--- config.mk ---
export PLATFORM = sky130hd
export DESIGN_NAME = semaphore_request_arbiter
export DESIGN_NICKNAME = d
export VERILOG_FILES = /design/src/rtl/semaphore_pkg.sv /design/src/rtl/semaphore_rr_picker.sv /design/src/rtl/semaphore_request_arbiter.sv
export SDC_FILE = /design/constraint.sdc
export NUM_CORES = 1
export LEC_CHECK = 0
export CAP_MARGIN = 40
export CORE_ASPECT_RATIO = 1.1
export CORE_UTILIZATION = 55
export CTS_CLUSTER_SIZE = 14
export DETAILED_ROUTE_END_ITERATION = 6
export DONT_BUFFER_PORTS = 1
export GPL_TIMING_DRIVEN = 0
export PLACE_DENSITY = 0.73
export SLEW_MARGIN = 20
export SYNTH_ARGS = -nofsm -noshare
export SYNTH_HDL_FRONTEND = slang
export SYNTH_SLANG_ARGS = --single-unit
--- constraint.sdc ---
create_clock -name CLK -period 1.6 [get_ports CLK]
set_clock_uncertainty 0.1 [all_clocks]
set_input_delay 0.32 -clock CLK [delete_from_list [all_inputs] [get_ports CLK]]
set_output_delay 0.32 -clock CLK [all_outputs]
set_load 0.03 [all_outputs]
--- src/rtl/semaphore_pkg.sv ---
// semaphore_pkg: shared FSM states, opcode one-hot encodings and field widths for the semaphore request path
package semaphore_pkg;
    localparam int DATA_W = 4;
    localparam int ADDR_W = 8;
    localparam logic [2:0] OP_CREATE  = 3'b100;
    localparam logic [2:0] OP_RELEASE = 3'b010;
    localparam logic [2:0] OP_ACQUIRE = 3'b001;
    typedef enum logic [1:0] {IDLE, ISSUE, DONE} state_t;
endpackage

--- src/rtl/semaphore_rr_picker.sv ---
// semaphore_rr_picker: combinational first-eligible search starting at ptr, wrapping modulo N
module semaphore_rr_picker #(
    parameter int N  = 2,
    parameter int IW = 1
) (
    input  logic [N-1:0]  req,
    input  logic [IW-1:0] ptr,
    output logic [IW-1:0] idx,
    output logic          vld
);
    int j;
    always_comb begin
        idx = '0;
        j   = 0;
        // walk offsets downwards so the smallest offset from ptr is the last writer
        for (int k = N - 1; k >= 0; k--) begin
            j = int'(ptr) + k;
            j = j >= N ? j - N : j;
            idx = req[j] ? IW'(j) : idx;
        end
        vld = |req;
    end
endmodule

--- src/rtl/semaphore_request_arbiter.sv ---
// semaphore_request_arbiter: round-robin arbiter forwarding one core's semaphore request to the router port
// optional router timeout with NACK enabled by SEMAPHOREARBITER_TIMEOUT_EN
module semaphore_request_arbiter
    import semaphore_pkg::*;
#(
    parameter int NumberOfCores = 2,
    parameter int TimeoutCycles = 16
) (
    input  logic                          CLK,
    input  logic                          SEMAPHOREARBITER_RESETn,
    input  logic [NumberOfCores-1:0]      SEMAPHOREARBITER_EN_FromCore,
    input  logic [NumberOfCores-1:0]      SEMAPHOREARBITER_CREATE_FromCore,
    input  logic [NumberOfCores-1:0]      SEMAPHOREARBITER_ACQUIRE_FromCore,
    input  logic [NumberOfCores-1:0]      SEMAPHOREARBITER_RELEASE_FromCore,
    input  logic [4*NumberOfCores-1:0]    SEMAPHOREARBITER_Data_FromCore,
    input  logic [8*NumberOfCores-1:0]    SEMAPHOREARBITER_Addr_FromCore,
    output logic [NumberOfCores-1:0]      SEMAPHOREARBITER_ACK_ToCore,
    output logic [NumberOfCores-1:0]      SEMAPHOREARBITER_NACK_ToCore,
    output logic                          SEMAPHOREARBITER_EN_ToRouter,
    output logic                          SEMAPHOREARBITER_CREATE_ToRouter,
    output logic                          SEMAPHOREARBITER_ACQUIRE_ToRouter,
    output logic                          SEMAPHOREARBITER_RELEASE_ToRouter,
    output logic [DATA_W-1:0]             SEMAPHOREARBITER_Data_ToRouter,
    output logic [ADDR_W-1:0]             SEMAPHOREARBITER_Addr_ToRouter,
    input  logic                          SEMAPHOREARBITER_ACK_FromRouter
);
    localparam int IW = NumberOfCores > 1 ? $clog2(NumberOfCores) : 1;

    if (NumberOfCores < 1 || NumberOfCores > 8 || TimeoutCycles < 4) begin : g_bad_param
        $error("semaphore_request_arbiter: NumberOfCores must be 1..8 and TimeoutCycles >= 4");
    end

    state_t                   state, state_nxt;
    logic [NumberOfCores-1:0] elig, ack_q, nack_q;
    logic [IW-1:0]            pick, grant, rr_ptr;
    logic                     pick_vld, ack_fire, timeout;
    logic [2:0]               op, pick_op;
    logic [DATA_W-1:0]        data;
    logic [ADDR_W-1:0]        addr;

    assign elig = SEMAPHOREARBITER_EN_FromCore & (SEMAPHOREARBITER_CREATE_FromCore |
                  SEMAPHOREARBITER_ACQUIRE_FromCore | SEMAPHOREARBITER_RELEASE_FromCore);

    semaphore_rr_picker #(.N(NumberOfCores), .IW(IW)) u_picker (
        .req (elig),
        .ptr (rr_ptr),
        .idx (pick),
        .vld (pick_vld)
    );

    assign pick_op = SEMAPHOREARBITER_CREATE_FromCore[pick]  ? OP_CREATE  :
                     SEMAPHOREARBITER_RELEASE_FromCore[pick] ? OP_RELEASE : OP_ACQUIRE;
    assign ack_fire = state == ISSUE && SEMAPHOREARBITER_ACK_FromRouter;

`ifdef SEMAPHOREARBITER_TIMEOUT_EN
    localparam int CW = $clog2(TimeoutCycles);
    logic [CW-1:0] cnt;
    assign timeout = state == ISSUE && !SEMAPHOREARBITER_ACK_FromRouter && cnt == CW'(TimeoutCycles - 1);
    always_ff @(posedge CLK or negedge SEMAPHOREARBITER_RESETn)
        if (!SEMAPHOREARBITER_RESETn) cnt <= '0;
        else cnt <= state == ISSUE ? cnt + CW'(1) : '0;
`else
    assign timeout = 1'b0;
`endif

    always_comb begin
        state_nxt = state == IDLE  ? (pick_vld ? ISSUE : IDLE) :
                    state == ISSUE ? (ack_fire || timeout ? DONE : ISSUE) : IDLE;
        // the ACK mask is combinational so the router never re-samples a request it just acknowledged
        SEMAPHOREARBITER_EN_ToRouter      = state == ISSUE && !SEMAPHOREARBITER_ACK_FromRouter;
        SEMAPHOREARBITER_CREATE_ToRouter  = state == ISSUE && op[2];
        SEMAPHOREARBITER_RELEASE_ToRouter = state == ISSUE && op[1];
        SEMAPHOREARBITER_ACQUIRE_ToRouter = state == ISSUE && op[0];
    end

    always_ff @(posedge CLK or negedge SEMAPHOREARBITER_RESETn) begin
        if (!SEMAPHOREARBITER_RESETn) begin
            state  <= IDLE;
            rr_ptr <= '0;
            grant  <= '0;
            op     <= '0;
            data   <= '0;
            addr   <= '0;
            ack_q  <= '0;
            nack_q <= '0;
        end else begin
            state  <= state_nxt;
            ack_q  <= ack_fire ? NumberOfCores'(1) << grant : '0;
            nack_q <= timeout  ? NumberOfCores'(1) << grant : '0;
            if (state == IDLE && pick_vld) begin
                grant <= pick;
                op    <= pick_op;
                data  <= SEMAPHOREARBITER_Data_FromCore[DATA_W*pick +: DATA_W];
                addr  <= SEMAPHOREARBITER_Addr_FromCore[ADDR_W*pick +: ADDR_W];
            end
            if (state == DONE) rr_ptr <= grant == IW'(NumberOfCores - 1) ? '0 : grant + IW'(1);
        end
    end

    assign SEMAPHOREARBITER_ACK_ToCore    = ack_q;
    assign SEMAPHOREARBITER_NACK_ToCore   = nack_q;
    assign SEMAPHOREARBITER_Data_ToRouter = data;
    assign SEMAPHOREARBITER_Addr_ToRouter = addr;
endmodule
---- Word-level counts from Yosys, hierarchy flattened ----
Cells that the tools add are included.
operators by class
  add/subtract/negate cells ............... 4
  order comparisons ....................... 5
  equal/unequal tests ..................... 2
  shift operators ......................... 3
  muxes and demuxes ....................... 22
  bitwise gates (word level) .............. 3
  reductions and logical operators ........ 9
operators with widths
  cell                                                                           number
  32-bit by 3-bit less-than comparator with 1-bit output, second input constant  2
  32-bit 2-to-1 mux                                                              2
  32-bit by 3-bit >= comparator with 1-bit output, second input constant         1
  32-bit by 3-bit subtractor with 32-bit output, second input constant           1
  16-bit by 5-bit indexed part select with 8-bit output                          1
  1-bit 2-to-1 mux                                                               14
  2-bit 2-to-1 mux                                                               5
  8-bit by 4-bit indexed part select with 4-bit output                           1
  1-bit logical AND                                                              6
  2-bit bitwise OR                                                               2
  3-bit 2-to-1 mux                                                               1
  1-bit by 2-bit subtractor with 3-bit output, second input constant             1
  1-bit by 1-bit adder with 2-bit output, second input constant                  1
  2-bit bitwise AND                                                              1
  2-bit by 1-bit equality test with 1-bit output, second input constant          1
  2-bit equality test, second input constant                                     1
  1-bit by 2-bit >= comparator with 1-bit output, second input constant          1
  2-bit logical NOT                                                              1
  1-bit by 2-bit less-than comparator with 1-bit output, second input constant   1
  2-bit OR reduction                                                             1
  1-bit by 1-bit << shifter with 2-bit output, first input constant              1
  1-bit adder, second input constant                                             1
  1-bit logical NOT                                                              1
storage, ports and cells
  bits in registers ....................... 21
  input port bits ......................... 35
  output and inout port bits .............. 20
  logic and storage cells ................. 55

---- Depth between registers and ports, before layout ----
Gate-level depths: netlist of the first run.
  depth in word-level cells ............... 12
  gate-level depth with buffers ........... 6
  gate-level depth less buffers ........... 4

---- Hierarchy ----
Synthesis of the first run repeated with hierarchy kept, for this count alone.
second synthesis, totals
  cell total of the unflattened synthesis .. 97
  area total of the unflattened synthesis .. 1012.2 µm²
by module, submodules not included
  module                     times used  cells each  area an instance (µm²)  sequential area each (µm²)
  semaphore_request_arbiter  1           94          994.7                   525.5
  semaphore_rr_picker        1           3           17.5                    0.0

---- Worst setup path after synthesis of the first run ----
OpenSTA, ideal clock, no wires.
  kind .................................... input -> register
  start ................................... in SEMAPHOREARBITER_CREATE_FromCore[0]
  end ..................................... reg addr[0], in the netlist SEMAPHOREARBITER_Addr_ToRouter[0]
  setup time .............................. 0.137 ns
  data arrival time ....................... 1.363 ns
  required time ........................... 1.363 ns
  path slack .............................. 0.000 ns
  stages .................................. 6
  buffers on the path ..................... 2
  cell sequence ........................... or3_1 -> a21boi_1 -> buf_4 -> buf_12 -> mux2i_1 -> a21oi_1
on the way
  longest elaborated chain between the ends .. 9
  elaborated cells on any way between the ends .. 14
  those cells by class .................... shift: 1; mux: 8; bitwise: 3; reduce/logical: 2
ends and longest elaborated chain
  element                                                RTL line                         RTL
  start: declaration                                     semaphore_request_arbiter.sv:12  input logic [NumberOfCores-1:0] SEMAPHOREARBITER_CREATE_FromCore,
  2-bit bitwise OR (*)                                   semaphore_request_arbiter.sv:41  assign elig = SEMAPHOREARBITER_EN_FromCore & (SEMAPHOREARBITER_CREATE_FromCore |
  2-bit bitwise OR (*)                                   semaphore_request_arbiter.sv:42  SEMAPHOREARBITER_ACQUIRE_FromCore | SEMAPHOREARBITER_RELEASE_FromCore);
  2-bit bitwise AND (*)                                  semaphore_request_arbiter.sv:41
  1-bit 2-to-1 mux (implied by the code) (3 in a row)    semaphore_rr_picker.sv:19        idx = req[j] ? IW'(j) : idx;
  1-bit 2-to-1 mux (2 in a row)                          semaphore_rr_picker.sv:19
  16-bit by 5-bit indexed part select with 8-bit output  semaphore_request_arbiter.sv:94  addr <= SEMAPHOREARBITER_Addr_FromCore[ADDR_W*pick +: ADDR_W];
  end signal: assignment                                 semaphore_request_arbiter.sv:94
  end: declaration                                       semaphore_request_arbiter.sv:39  logic [ADDR_W-1:0] addr;
Every way passes the cells marked *; elsewhere a longest branch is shown, timed or not. The select of a mux whose other input is x is not followed.
A chain may end at the register's enable or synchronous reset.

---- Worst setup path after layout of the first run ----
  start ................................... reg state[1]
  end ..................................... out SEMAPHOREARBITER_EN_ToRouter
on the way
  longest elaborated chain between the ends .. 2
ends and longest elaborated chain
  element                                         RTL line                         RTL
  start: declaration                              semaphore_request_arbiter.sv:33  state_t state, state_nxt;
  start signal: assignment                        semaphore_request_arbiter.sv:87  state <= state_nxt;
  2-bit by 1-bit equality test with 1-bit output  semaphore_request_arbiter.sv:70  SEMAPHOREARBITER_EN_ToRouter = state == ISSUE && !SEMAPHOREARBITER_ACK_FromRouter;
  1-bit logical AND                               semaphore_request_arbiter.sv:70
  end: declaration                                semaphore_request_arbiter.sv:19  output logic SEMAPHOREARBITER_EN_ToRouter,
Every way passes these cells.

==> impl_results.md, run 1 <==
* Status: complete, but fails checks
* Failing checks: setup timing
* Initial Util at 61.7%
* Post-synth EDFFs at 0
* Final slew viol count at 0
* R2R Path End: SEMAPHOREARBITER_Addr_ToRouter[2]$_DFFE_PN0P_
* Port bufs at 0
* Iter 0 DRT Violations at 0
* Hold Crit Depth at 1
* Routed wl met3 at 143 um
* CTS H-tree depth at 1
* Synth Area in Compound Gates at 13.3%
* Peak VDD IR at 0.00119 V
* Max Used Layer: met4
* Simple-Gate Fraction of Synth Area at 16.3%
* Post-route cell area at 1130 sq um
* Critical R2R Launch: state[1]$_DFF_PN0_
* CORE AREA at 1650 sq um
* Antenna violations before repair at 0
* Cts bufs inserted at 3
* Placed cell area at 1040 sq um
* Synth warn at 0
* Period utilisation layout at 100%
* Critical Path RT at 1.18 ns
* Die area at 2030 sq um
* Final min period at 1.60 ns
* Share of cells above drive strength 1 at 18.3%
* PD cells at 2000 nW/um^2
* Maximum clock path buffer count at 2
* Tot GR Track Use at 19.9%
* Register clock-pin slew on the reported worst setup and hold paths at 0.11 ns
* Distinct cells, synth at 24
* FP Rows at 15
* Worst R2R Setup Slack at 0.11 ns
* Non-filler instance count after layout at 126
* First-pass GRT wire length at 3.00 mm
* Final Hold Viols at 0
* Crit. End Element: output pin
* Main combinational cell family by area after synthesis: simple AND/OR/NAND/NOR gates
* Routed met1 length at 815 um
* Area of the mapped netlist at 1020 sq um
* Drt pass-1 iters at 1
* Fmax at 0.624 GHz
* Die Y at 47.2 um
* Async set-reset flop share out of synthesis at 100%
* Leading post-synthesis cells by cell area: dfrtp_1 52%, mux2i_1 12%, a21oi_1 6.4%
* Largest net degree at the start of global routing at 22
* RePlAce Congestion at 0.784
* Wirelength, routed at 1.93 mm
* Die span in x at 43.1 um
* Area Growth Syn to Fin at 11.3%
* R2R cell count at 6
* Metal2 WL at 953 um
* Xor-xnor portion of the synthesized cell area at 0%
* Setup WS post-layout at -0.00177 ns
* Via Count at 722
* Ant. Diodes at 0
* Commonest non-fill, non-tap cell in the layout: dfrtp_1
* Synth Area in Adders at 0%
* Mapped Cells at 100
* Worst Path Arrival at 1.18 ns
* Nets@finish at 145
* Synth area leader: dfrtp_1
* Power consumption at 2270 uW
* Sequential cell area fraction in the yosys report at 51.5%
* I/O pin count at 55
* Commonest cells after routing, fill and taps aside: 21 x dfrtp_1, 16 x nor2_1, 13 x a21oi_1, 12 x mux2i_1
* Placed cell count at 118
* Root Driver: clkbuf_4
* Setup WS pre-CTS at -0.124 ns
* Setup violations, final at 1
* WS Path Type: flop to output pin
* Hold Path End: state[1]$_DFF_PN0_
* CP Launch Type: flop
* Via-per-instance ratio at 5.73
* Avg Cell Area, Syn at 10.2 sq um
* TritonCTS Sinks at 21
* Post-synthesis mux area share at 12.9%
* Max cap viols at 0
* Wire per inst at 15.3 um
* #FFs+latches synth at 21
* CTS tree: built
* Grt total ovfl at 0
* DRC Markers at 0
* Yosys top cell area share at 51.5%
* Leading register cell type out of synthesis: dfrtp_1
* RSZ-0062 raised after global routing: true
* Lkg Pwr at 0.000508 uW
* ANT nets after route at 0
* Post-DP HPWL at 1.41 mm
* Worst skew pair latency at 0.29 ns
* Vias in the first global route at 669
* Worst hold start: SEMAPHOREARBITER_ACK_FromRouter
* Worst min-delay path category: input pin to flop
* Critical-path maximum fanout at 5
layout make-up:
class	count	area, sq um
plain buffers	7	62.6
fillers	153	517
inverters	1	3.75
well taps	17	21.3
clock buffers	4	26.3
flip-flops and latches	21	526
multi-input cells	72	459
repair buffers	4	36.3
layer usage:
metal,vias up,GRT usage [%]
li1,354,-
met1,336,26.8
met2,30,33.0
met3,2,3.46
met4,0,7.27
met5,-,0
registers in the layout, indices dropped and copies added (netlist names):
| register | count |
|---|---|
| SEMAPHOREARBITER_Data_ToRouter | 4 |
| state | 2 |
| grant | 1 |
| SEMAPHOREARBITER_ACK_ToCore | 2 |
| op | 3 |
| SEMAPHOREARBITER_Addr_ToRouter | 8 |
| rr_ptr | 1 |
cells by family (layout without fill, tap and decap cells):
family	after synthesis	after routing
compound gates	22	22
flops	21	21
mux	13	13
simple gates	35	35
other cells	1	2
buf+inv	8	16
power by group:
group	switching, uW	total (uW)	internal, uW
clock network	151	248	96.9
logic	427	776	349
registers	474	1240	769
total	1050	2270	1210
worst max-delay path by stage:
stage | from | endpoint | slack [ns] | depth (start not counted)
2_1_floorplan | SEMAPHOREARBITER_CREATE_FromCore[0] | SEMAPHOREARBITER_Addr_ToRouter[0]$_DFFE_PN0P_ | -0.00002 | 6
3_3_place_gp | SEMAPHOREARBITER_CREATE_FromCore[0] | SEMAPHOREARBITER_Data_ToRouter[3]$_DFFE_PN0P_ | -0.10 | 6
3_5_place_dp | SEMAPHOREARBITER_CREATE_FromCore[0] | SEMAPHOREARBITER_Data_ToRouter[3]$_DFFE_PN0P_ | -0.12 | 6
4_1_cts | state[1]$_DFF_PN0_ | SEMAPHOREARBITER_EN_ToRouter | -0.02 | 2
5_1_grt | state[1]$_DFF_PN0_ | SEMAPHOREARBITER_EN_ToRouter | -0.06 | 2
6_report | state[1]$_DFF_PN0_ | SEMAPHOREARBITER_EN_ToRouter | -0.002 | 2
what timing repair did:
| item | 4_1_cts | 5_1_grt |
|---|---|---|
| hold buffers | 1 | 0 |
| resized for setup | 7 | 10 |
| setup buffers | 1 | 1 |
| endpoints found under the hold margin | 21 | 0 |
| endpoints found under the setup margin | 5 | 20 |
critical path: stages, from the launching register on:
cell     delay [ns]
dfrtp_1        0.43
nor2b_4        0.17
nor2b_4        0.28
cells in the mapped netlist (all sizes together), types with 2 or more instances:
master  number
o31a         2
mux2i       12
nand2        5
o21a         2
or3          2
nor2        16
a21oi       13
and2         5
buf          4
nor2b        4
clkbuf       3
dfrtp       21
stage by stage:
stage / util, % / hold WS, ns / setup TNS [ns]
2_1_floorplan: - / -0.0756 / -0.000127
3_3_place_gp: 63.3 / -0.0752 / -0.737
3_5_place_dp: 63.3 / -0.0752 / -0.980
4_1_cts: 67.0 / 0.0609 / -0.0183
5_1_grt: 68.7 / 0.0612 / -0.183
6_report: 68.7 / 0.0666 / -0.00177
Note: power is estimated with default switching activity, not from simulation.
==> run 2: changes to the inputs <==
- CORE_UTILIZATION: 55 -> 60
- PLACE_DENSITY: 0.73 -> 0.79
==> run 2 against run 1 <==
  * Critical endpoint unchanged
  * Die area is 8.0% lower
  * Core utilization is 2.6 points higher
  * Clock power is 3% lower
  * Non-clock buffer count is 1 lower
  * Largest power group unchanged
  * Total power is 1.1% lower
  * Sequential cell count stayed put
  * Global-route usage is 2.3 points higher
  * The run now ends clean
  * Maximum frequency is 0.86% higher
  * Final cell count is 0.79% lower
  * Routed wire length hardly changed
  * Sequential power hardly changed
  * Critical path depth stayed put
==> impl_results.md, run 2 (same netlist as run 1, synthesis figures left out) <==
* Status: completed
* CTS tree: built
* CP Buf/Inv Count at 0 (unchanged)
* Via Count at 749 (+3.7%)
* Commonest non-fill, non-tap cell in the layout: dfrtp_1
* DRC Markers at 0 (unchanged)
* Port bufs at 0 (unchanged)
* Final core occ at 71.3% (+2.6 points)
* Die Y at 45.2 um (-4.1%)
* Maximum clock path buffer count at 2 (unchanged)
* Antenna violations before repair at 0 (unchanged)
* CP peak stage delay at 0.43 ns (about the same)
* Critical-path maximum fanout at 5 (unchanged)
* Post-DP HPWL at 1.43 mm (+1.3%)
* First-pass GRT wire length at 2.70 mm (-9.9%)
* Most used cell, CP: nor2b_4
* WS Path Type: flop to output pin
* Wire per inst at 15.4 um (+0.75%)
* CP Launch Type: flop
* RePlAce Congestion at 0.642 (-18%)
* Area Growth Syn to Fin at 10.3%
* Wirelength, routed at 1.92 mm (about the same)
* Non-filler instance count after layout at 125 (-0.79%)
* GR peak layer: met2
* CORE AREA at 1580 sq um (-4.5%)
* Number of flip-flops in the largest register at 8 (unchanged)
* Register clock-pin slew on the reported worst setup and hold paths at 0.11 ns (about the same)
* Commonest cells after routing, fill and taps aside: 21 x dfrtp_1, 16 x nor2_1, 13 x a21oi_1, 12 x mux2i_1, 5 x nand2_1
* Ant. Diodes at 0 (unchanged)
* Worst skew pair latency at 0.29 ns (about the same)
* Lkg Pwr at 0.000500 uW (-1.5%)
* GR Util met3 at 5.42% (+2.0 points)
* Crit. End Element: output pin
* TritonCTS Sinks at 21 (unchanged)
* Worst Path Arrival at 1.17 ns (about the same)
* Cts bufs inserted at 3 (unchanged)
* Setup violations, final at 0 (-1)
* Period utilisation layout at 99.3% (-0.85 points)
* Max cap viols at 0 (unchanged)
* Via-per-instance ratio at 5.99 (+4.6%)
* Final min period at 1.59 ns (-0.0136 ns)
* Initial Util at 64.7% (+2.9 points)
* Fmax at 0.630 GHz (+0.86%)
* CP Cell Sequence: nor2b_4 -> nor2b_4
* RSZ-0062 raised after global routing: true
* Routing usage on met1 at 25.7% (-1.2 points)
* Nets@finish at 144 (-0.69%)
* Final slew viol count at 0 (unchanged)
* Critical Path RT at 1.18 ns (about the same)
* Vias in the first global route at 670 (+0.15%)
* Die span in x at 41.3 um (-4.1%)
* ANT nets after route at 0 (unchanged)
* Iter 0 DRT Violations at 4 (+4)
* Filler Cell Count at 129 (-16%)
* FP Rows at 15 (unchanged)
* Met2 GRT Util at 37.5% (+4.5 points)
* Family with the most delay on the worst path: simple AND/OR/NAND/NOR gates
* Peak VDD IR at 0.00125 V (+4.9%)
* Die area at 1870 sq um (-8.0%)
* PD cells at 1990 nW/um^2 (-0.22%)
* Worst min-delay path category: input pin to flop
* Final Hold Viols at 0 (unchanged)
* Drt pass-1 iters at 4 (+3)
* Largest net degree at the start of global routing at 22 (unchanged)
* Critical path's slowest cell: dfrtp_1
* Grt total ovfl at 0 (unchanged)
* Tot GR Track Use at 22.2% (+2.3 points)
* Share of cells above drive strength 1 at 16.7% (-1.7 points)
* Root Driver: clkbuf_4
* CTS H-tree depth at 1 (unchanged)
* I/O pin count at 55 (unchanged)
* Placed cell count at 118 (unchanged)
[run 2: cell types whose count changed in the layout (fill, tap and decap cells not counted), sizes merged]
cell,change
buf,-1
[run 2: timing repair]
item                                    CTS  global route
hold buffers                              1             0
endpoints found under the setup margin    5            18
setup buffers                             1             0
gates resized for setup                   7             4
endpoints found under the hold margin    21             0
[run 2: path summary, 6_finish.rpt]
| kind | slack [ns] | from | endpoint | depth (start not counted) |
|---|---|---|---|---|
| worst max register to register | 0.09 | state[1]$_DFF_PN0_ | SEMAPHOREARBITER_Data_ToRouter[1]$_DFFE_PN0P_ | 4 |
| worst min register to register | 0.38 | grant$_DFFE_PN0P_ | SEMAPHOREARBITER_ACK_ToCore[0]$_DFF_PN0_ | 1 |
| min in group asynchronous | 0.25 | SEMAPHOREARBITER_RESETn | SEMAPHOREARBITER_Addr_ToRouter[3]$_DFFE_PN0P_ | 1 |
| max in group asynchronous | 0.73 | SEMAPHOREARBITER_RESETn | op[2]$_DFFE_PN0P_ | 2 |
| worst max-delay path | 0.01 | state[1]$_DFF_PN0_ | SEMAPHOREARBITER_EN_ToRouter | 2 |
| worst min-delay path | 0.06 | SEMAPHOREARBITER_ACK_FromRouter | state[1]$_DFF_PN0_ | 1 |
[run 2: power breakdown]
group          switching (uW)  internal [uW]
combinational             432            328
clock                     144           96.9
sequential                472            769
total                    1050           1190
[run 2: layout make-up]
cell class                      count  area (sq um)  share of cell area (%)
Tap cell                           17          21.3                    1.89
Buffer                              7          56.3                    5.01
Sequential cell                    21           526                    46.7
Multi-Input combinational cell     72           459                    40.8
Timing Repair Buffer                3          32.5                    2.89
Inverter                            1          3.75                   0.334
Clock buffer                        4          26.3                    2.34
[run 2: per-layer routing]
metal  share of wire [%]  vias up
met3                 8.9        6
met5                   0        -
met4                 1.3        0
li1                    -      358
met2                  51       39
met1                  39      346
[run 2: metrics by stage]
step	hold WS [ns]	instance area (sq um)	worst slack, ns	setup TNS (ns)	power [uW]
after global routing	0.0622	1120	-0.0646	-0.192	2390
after detailed placement	-0.0752	1040	-0.169	-1.18	1940
after CTS	0.0565	1110	0.00809	0	2250
after global placement	-0.0752	1040	-0.0851	-0.618	1910
final	0.0606	1120	0.0118	0	2240
after floorplan	-0.0756	1020	-0.0000182	-0.000127	1800
==> run 3: changes to the inputs <==
- ABC_AREA: default -> 1
- CORE_UTILIZATION: 60 -> 50
- PLACE_DENSITY: 0.79 -> 0.68
==> run 3 against run 2 <==
  * Register-to-register slack barely moved
  * Worst setup slack lost 0.081 ns
  * Clock power is 6% higher
  * Area after synthesis grew 5.0%
  * The flow now finishes with violations (setup timing)
  * First-iteration DRC count grew to 2.5 times the previous value
  * Combinational power rose by 26%
  * Maximum frequency down 4.8%
  * Total power grew 10%
  * Via count up 18%
  * Highest routed layer unchanged
  * Sequential share of layout area is 4.0 points lower
  * Sequential cell count unchanged
  * Sequential power is essentially flat
==> impl_results.md, run 3 <==
* Status: complete, but fails checks
* Failing checks: setup timing
* Iter 0 DRT Violations at 10 (+6)
* Yosys top cell area share at 49.1% (-2.5 points)
* R2R cell count at 8 (+4)
* Port bufs at 0 (unchanged)
* Count leader, synth: nand2_1
* Sw power at 1230 uW (+18%)
* Non-filler instance count after layout at 169 (+35%)
* WS Path Type: flop to output pin
* Post-synth EDFFs at 0 (unchanged)
* Critical R2R Launch: state[1]$_DFF_PN0_
* Tot GR Track Use at 21.8% (-0.37 points)
* Hold Crit Depth at 1 (unchanged)
* Root Driver: clkbuf_4
* Leading post-synthesis cells by cell area: dfrtp_1 49%, a21oi_1 12%, nand2_1 9.1%
* Avg Cell Area, Syn at 8.24 sq um (-19%)
* CTS tree: built
* Commonest non-fill, non-tap cell in the layout: nand2_1
* Final Hold Viols at 0 (unchanged)
* Die Y at 50.5 um (+12%)
* Peak VDD IR at 0.00121 V (-3.7%)
* #FFs+latches synth at 21 (unchanged)
* Mapped Cells at 130 (+30%)
* Max cap viols at 0 (unchanged)
* Final min period at 1.67 ns (+0.0809 ns)
* Setup WS post-layout at -0.0691 ns (-0.0809 ns)
* Initial Util at 53.0% (-12 points)
* DRC Markers at 0 (unchanged)
* Maximum clock path buffer count at 2 (unchanged)
* Area Growth Syn to Fin at 15.0%
* Vias in the first global route at 884 (+32%)
* Commonest cells after routing, fill and taps aside: 26 x nand2_1, 25 x a21oi_1, 21 x dfrtp_1, 16 x nor2_1
* Antenna violations before repair at 0 (unchanged)
* Hold Path End: state[0]$_DFF_PN0_
* RSZ-0062 raised after global routing: true
* Largest net degree at the start of global routing at 22 (unchanged)
* Nets@finish at 177 (+23%)
* CORE AREA at 2020 sq um (+28%)
* Number of flip-flops in the largest register at 8 (unchanged)
* Comb pwr share at 38.9% (+5.0 points)
* Clk pwr share at 10.4% (-0.3 points)
* R2R Path End: SEMAPHOREARBITER_Addr_ToRouter[1]$_DFFE_PN0P_
* Worst Path Arrival at 1.25 ns (+0.08 ns)
* Sequential share of power at 50.7% (-4.7 points)
* Lkg Pwr at 0.000586 uW (+17%)
* Grt total ovfl at 0 (unchanged)
* Critical-path maximum fanout at 5 (unchanged)
* Ant. Diodes at 0 (unchanged)
* Register clock-pin slew on the reported worst setup and hold paths at 0.12 ns (about the same)
* Drt pass-1 iters at 4 (unchanged)
* Placed cell count at 159 (+35%)
* CTS H-tree depth at 1 (unchanged)
* Final slew viol count at 0 (unchanged)
* Sw Ratio at 49.9% (+3.2 points)
* ANT nets after route at 0 (unchanged)
* Wirelength, routed at 2.39 mm (+24%)
* Worst min-delay path category: input pin to flop
* Worst skew pair latency at 0.30 ns (about the same)
* Post-DP HPWL at 1.64 mm (+15%)
* Fmax at 0.599 GHz (-4.8%)
* FP Rows at 17 (+2)
* Most frequent cells after synthesis: 26 x nand2_1, 25 x a21oi_1, 21 x dfrtp_1, 21 x nor2_1, 8 x inv_1
* PD cells at 2000 nW/um^2 (+0.59%)
* Distinct cells, synth at 23 (-4.2%)
* CP peak stage delay at 0.38 ns (-0.05 ns)
* Async set-reset flop share out of synthesis at 100% (unchanged)
* Synth area leader: dfrtp_1
* Area of the mapped netlist at 1070 sq um (+5.0%)
* Die area at 2330 sq um (+25%)
* Int Power at 1240 uW (+3.5%)
* Synth warn at 0 (unchanged)
* Cts bufs inserted at 3 (unchanged)
* Critical path's slowest cell: dfrtp_1
* Wire per inst at 14.1 um (-8.2%)
* Worst hold start: SEMAPHOREARBITER_ACK_FromRouter
* Setup violations, final at 4 (+4)
* CP Cell Sequence: inv_2 -> or2_4 -> nor2_4
* RePlAce Congestion at 0.699 (+8.8%)
* Leading register cell type out of synthesis: dfrtp_1
* Power consumption at 2470 uW (+10%)
* Period utilisation layout at 104% (+5.1 points)
* First-pass GRT wire length at 3.68 mm (+36%)
* Via-per-instance ratio at 5.24 (-13%)
* I/O pin count at 55 (unchanged)
* Die span in x at 46.1 um (+12%)
* Setup TNS at -0.198 ns (-0.198 ns)
* Critical Path RT at 1.18 ns (about the same)
* Sequential cell area fraction in the yosys report at 49.1% (-2.5 points)
* Via Count at 885 (+18%)
* TritonCTS Sinks at 21 (unchanged)
* CP Launch Type: flop
* Worst R2R Setup Slack at 0.08 ns (about the same)
* Share of cells above drive strength 1 at 24.1% (+7.4 points)
* Crit. End Element: output pin
[run 3: power groups by stage]
stage | combinational [uW] | sequential [uW] | clock, uW
2_1_floorplan | 653 | 1230 | 0
3_3_place_gp | 745 | 1260 | 0
3_5_place_dp | 775 | 1260 | 0
4_1_cts | 920 | 1250 | 265
5_1_grt | 1070 | 1290 | 280
6_report | 960 | 1250 | 256
[run 3: routing by layer]
metal | wire (um) | part of all wire, % | track usage [%] | vias up
li1 | - | - | - | 432
met1 | 938 | 39 | 26.4 | 408
met2 | 1300 | 54 | 37.8 | 43
met3 | 133 | 5.6 | 2.52 | 2
met4 | 16 | 0.67 | 8.82 | 0
met5 | 0 | 0 | 0 | -
[run 3: repair_timing]
item / CTS / global route
pin swaps: 2 / 3
resized for setup: 10 / 1
hold buffers: 1 / 0
buffers inserted: 3 / 2
hold endpoints to repair: 21 / 0
setup endpoints to repair: 4 / 4
[run 3: area by class of cell]
type | count | area [sq um]
fill | 196 | 790
buffer | 6 | 60.1
tap | 28 | 35.0
clock buffer | 3 | 22.5
inverter | 11 | 42.5
multi-input combinational | 92 | 478
sequential | 21 | 526
timing repair buffer | 7 | 62.6
clock inverter | 1 | 5.00
[run 3: critical path: cells and delay by family (launching register included)]
kind,cells,cell delay (ns)
buffers and inverters,1,0.05
flip-flops,1,0.38
AND/OR/NAND/NOR,2,0.52
[run 3: logic make-up (layout without fill, tap and decap cells)]
| kind of cell | Yosys count | after routing | synth area share (%) |
|---|---|---|---|
| other cells | 1 | 2 | 0.350 |
| compound gates | 30 | 30 | 15.8 |
| flops | 21 | 21 | 49.1 |
| simple gates | 60 | 60 | 24.9 |
| buf+inv | 18 | 28 | 9.93 |
[run 3: worst max-delay path by stage]
stage | slack [ns] | startpoint | end
3_5_place_dp | -0.17 | state[1]$_DFF_PN0_ | SEMAPHOREARBITER_CREATE_ToRouter
5_1_grt | -0.11 | state[0]$_DFF_PN0_ | SEMAPHOREARBITER_ACQUIRE_ToRouter
6_report | -0.07 | state[0]$_DFF_PN0_ | SEMAPHOREARBITER_ACQUIRE_ToRouter
3_3_place_gp | -0.14 | state[1]$_DFF_PN0_ | SEMAPHOREARBITER_CREATE_ToRouter
4_1_cts | -0.07 | state[0]$_DFF_PN0_ | SEMAPHOREARBITER_CREATE_ToRouter
2_1_floorplan | -0.06 | state[1]$_DFF_PN0_ | SEMAPHOREARBITER_ACQUIRE_ToRouter
[run 3: through the flow]
stage          hold slack (ns)  setup slack, ns  util [%]  instance area [sq um]
2_1_floorplan          -0.0756          -0.0642         -                   1070
3_3_place_gp           -0.0752           -0.143      54.9                   1110
3_5_place_dp           -0.0751           -0.168      54.9                   1110
4_1_cts                 0.0229          -0.0736      59.3                   1200
5_1_grt                 0.0216           -0.108      60.9                   1230
6_report                0.0287          -0.0691      60.9                   1230
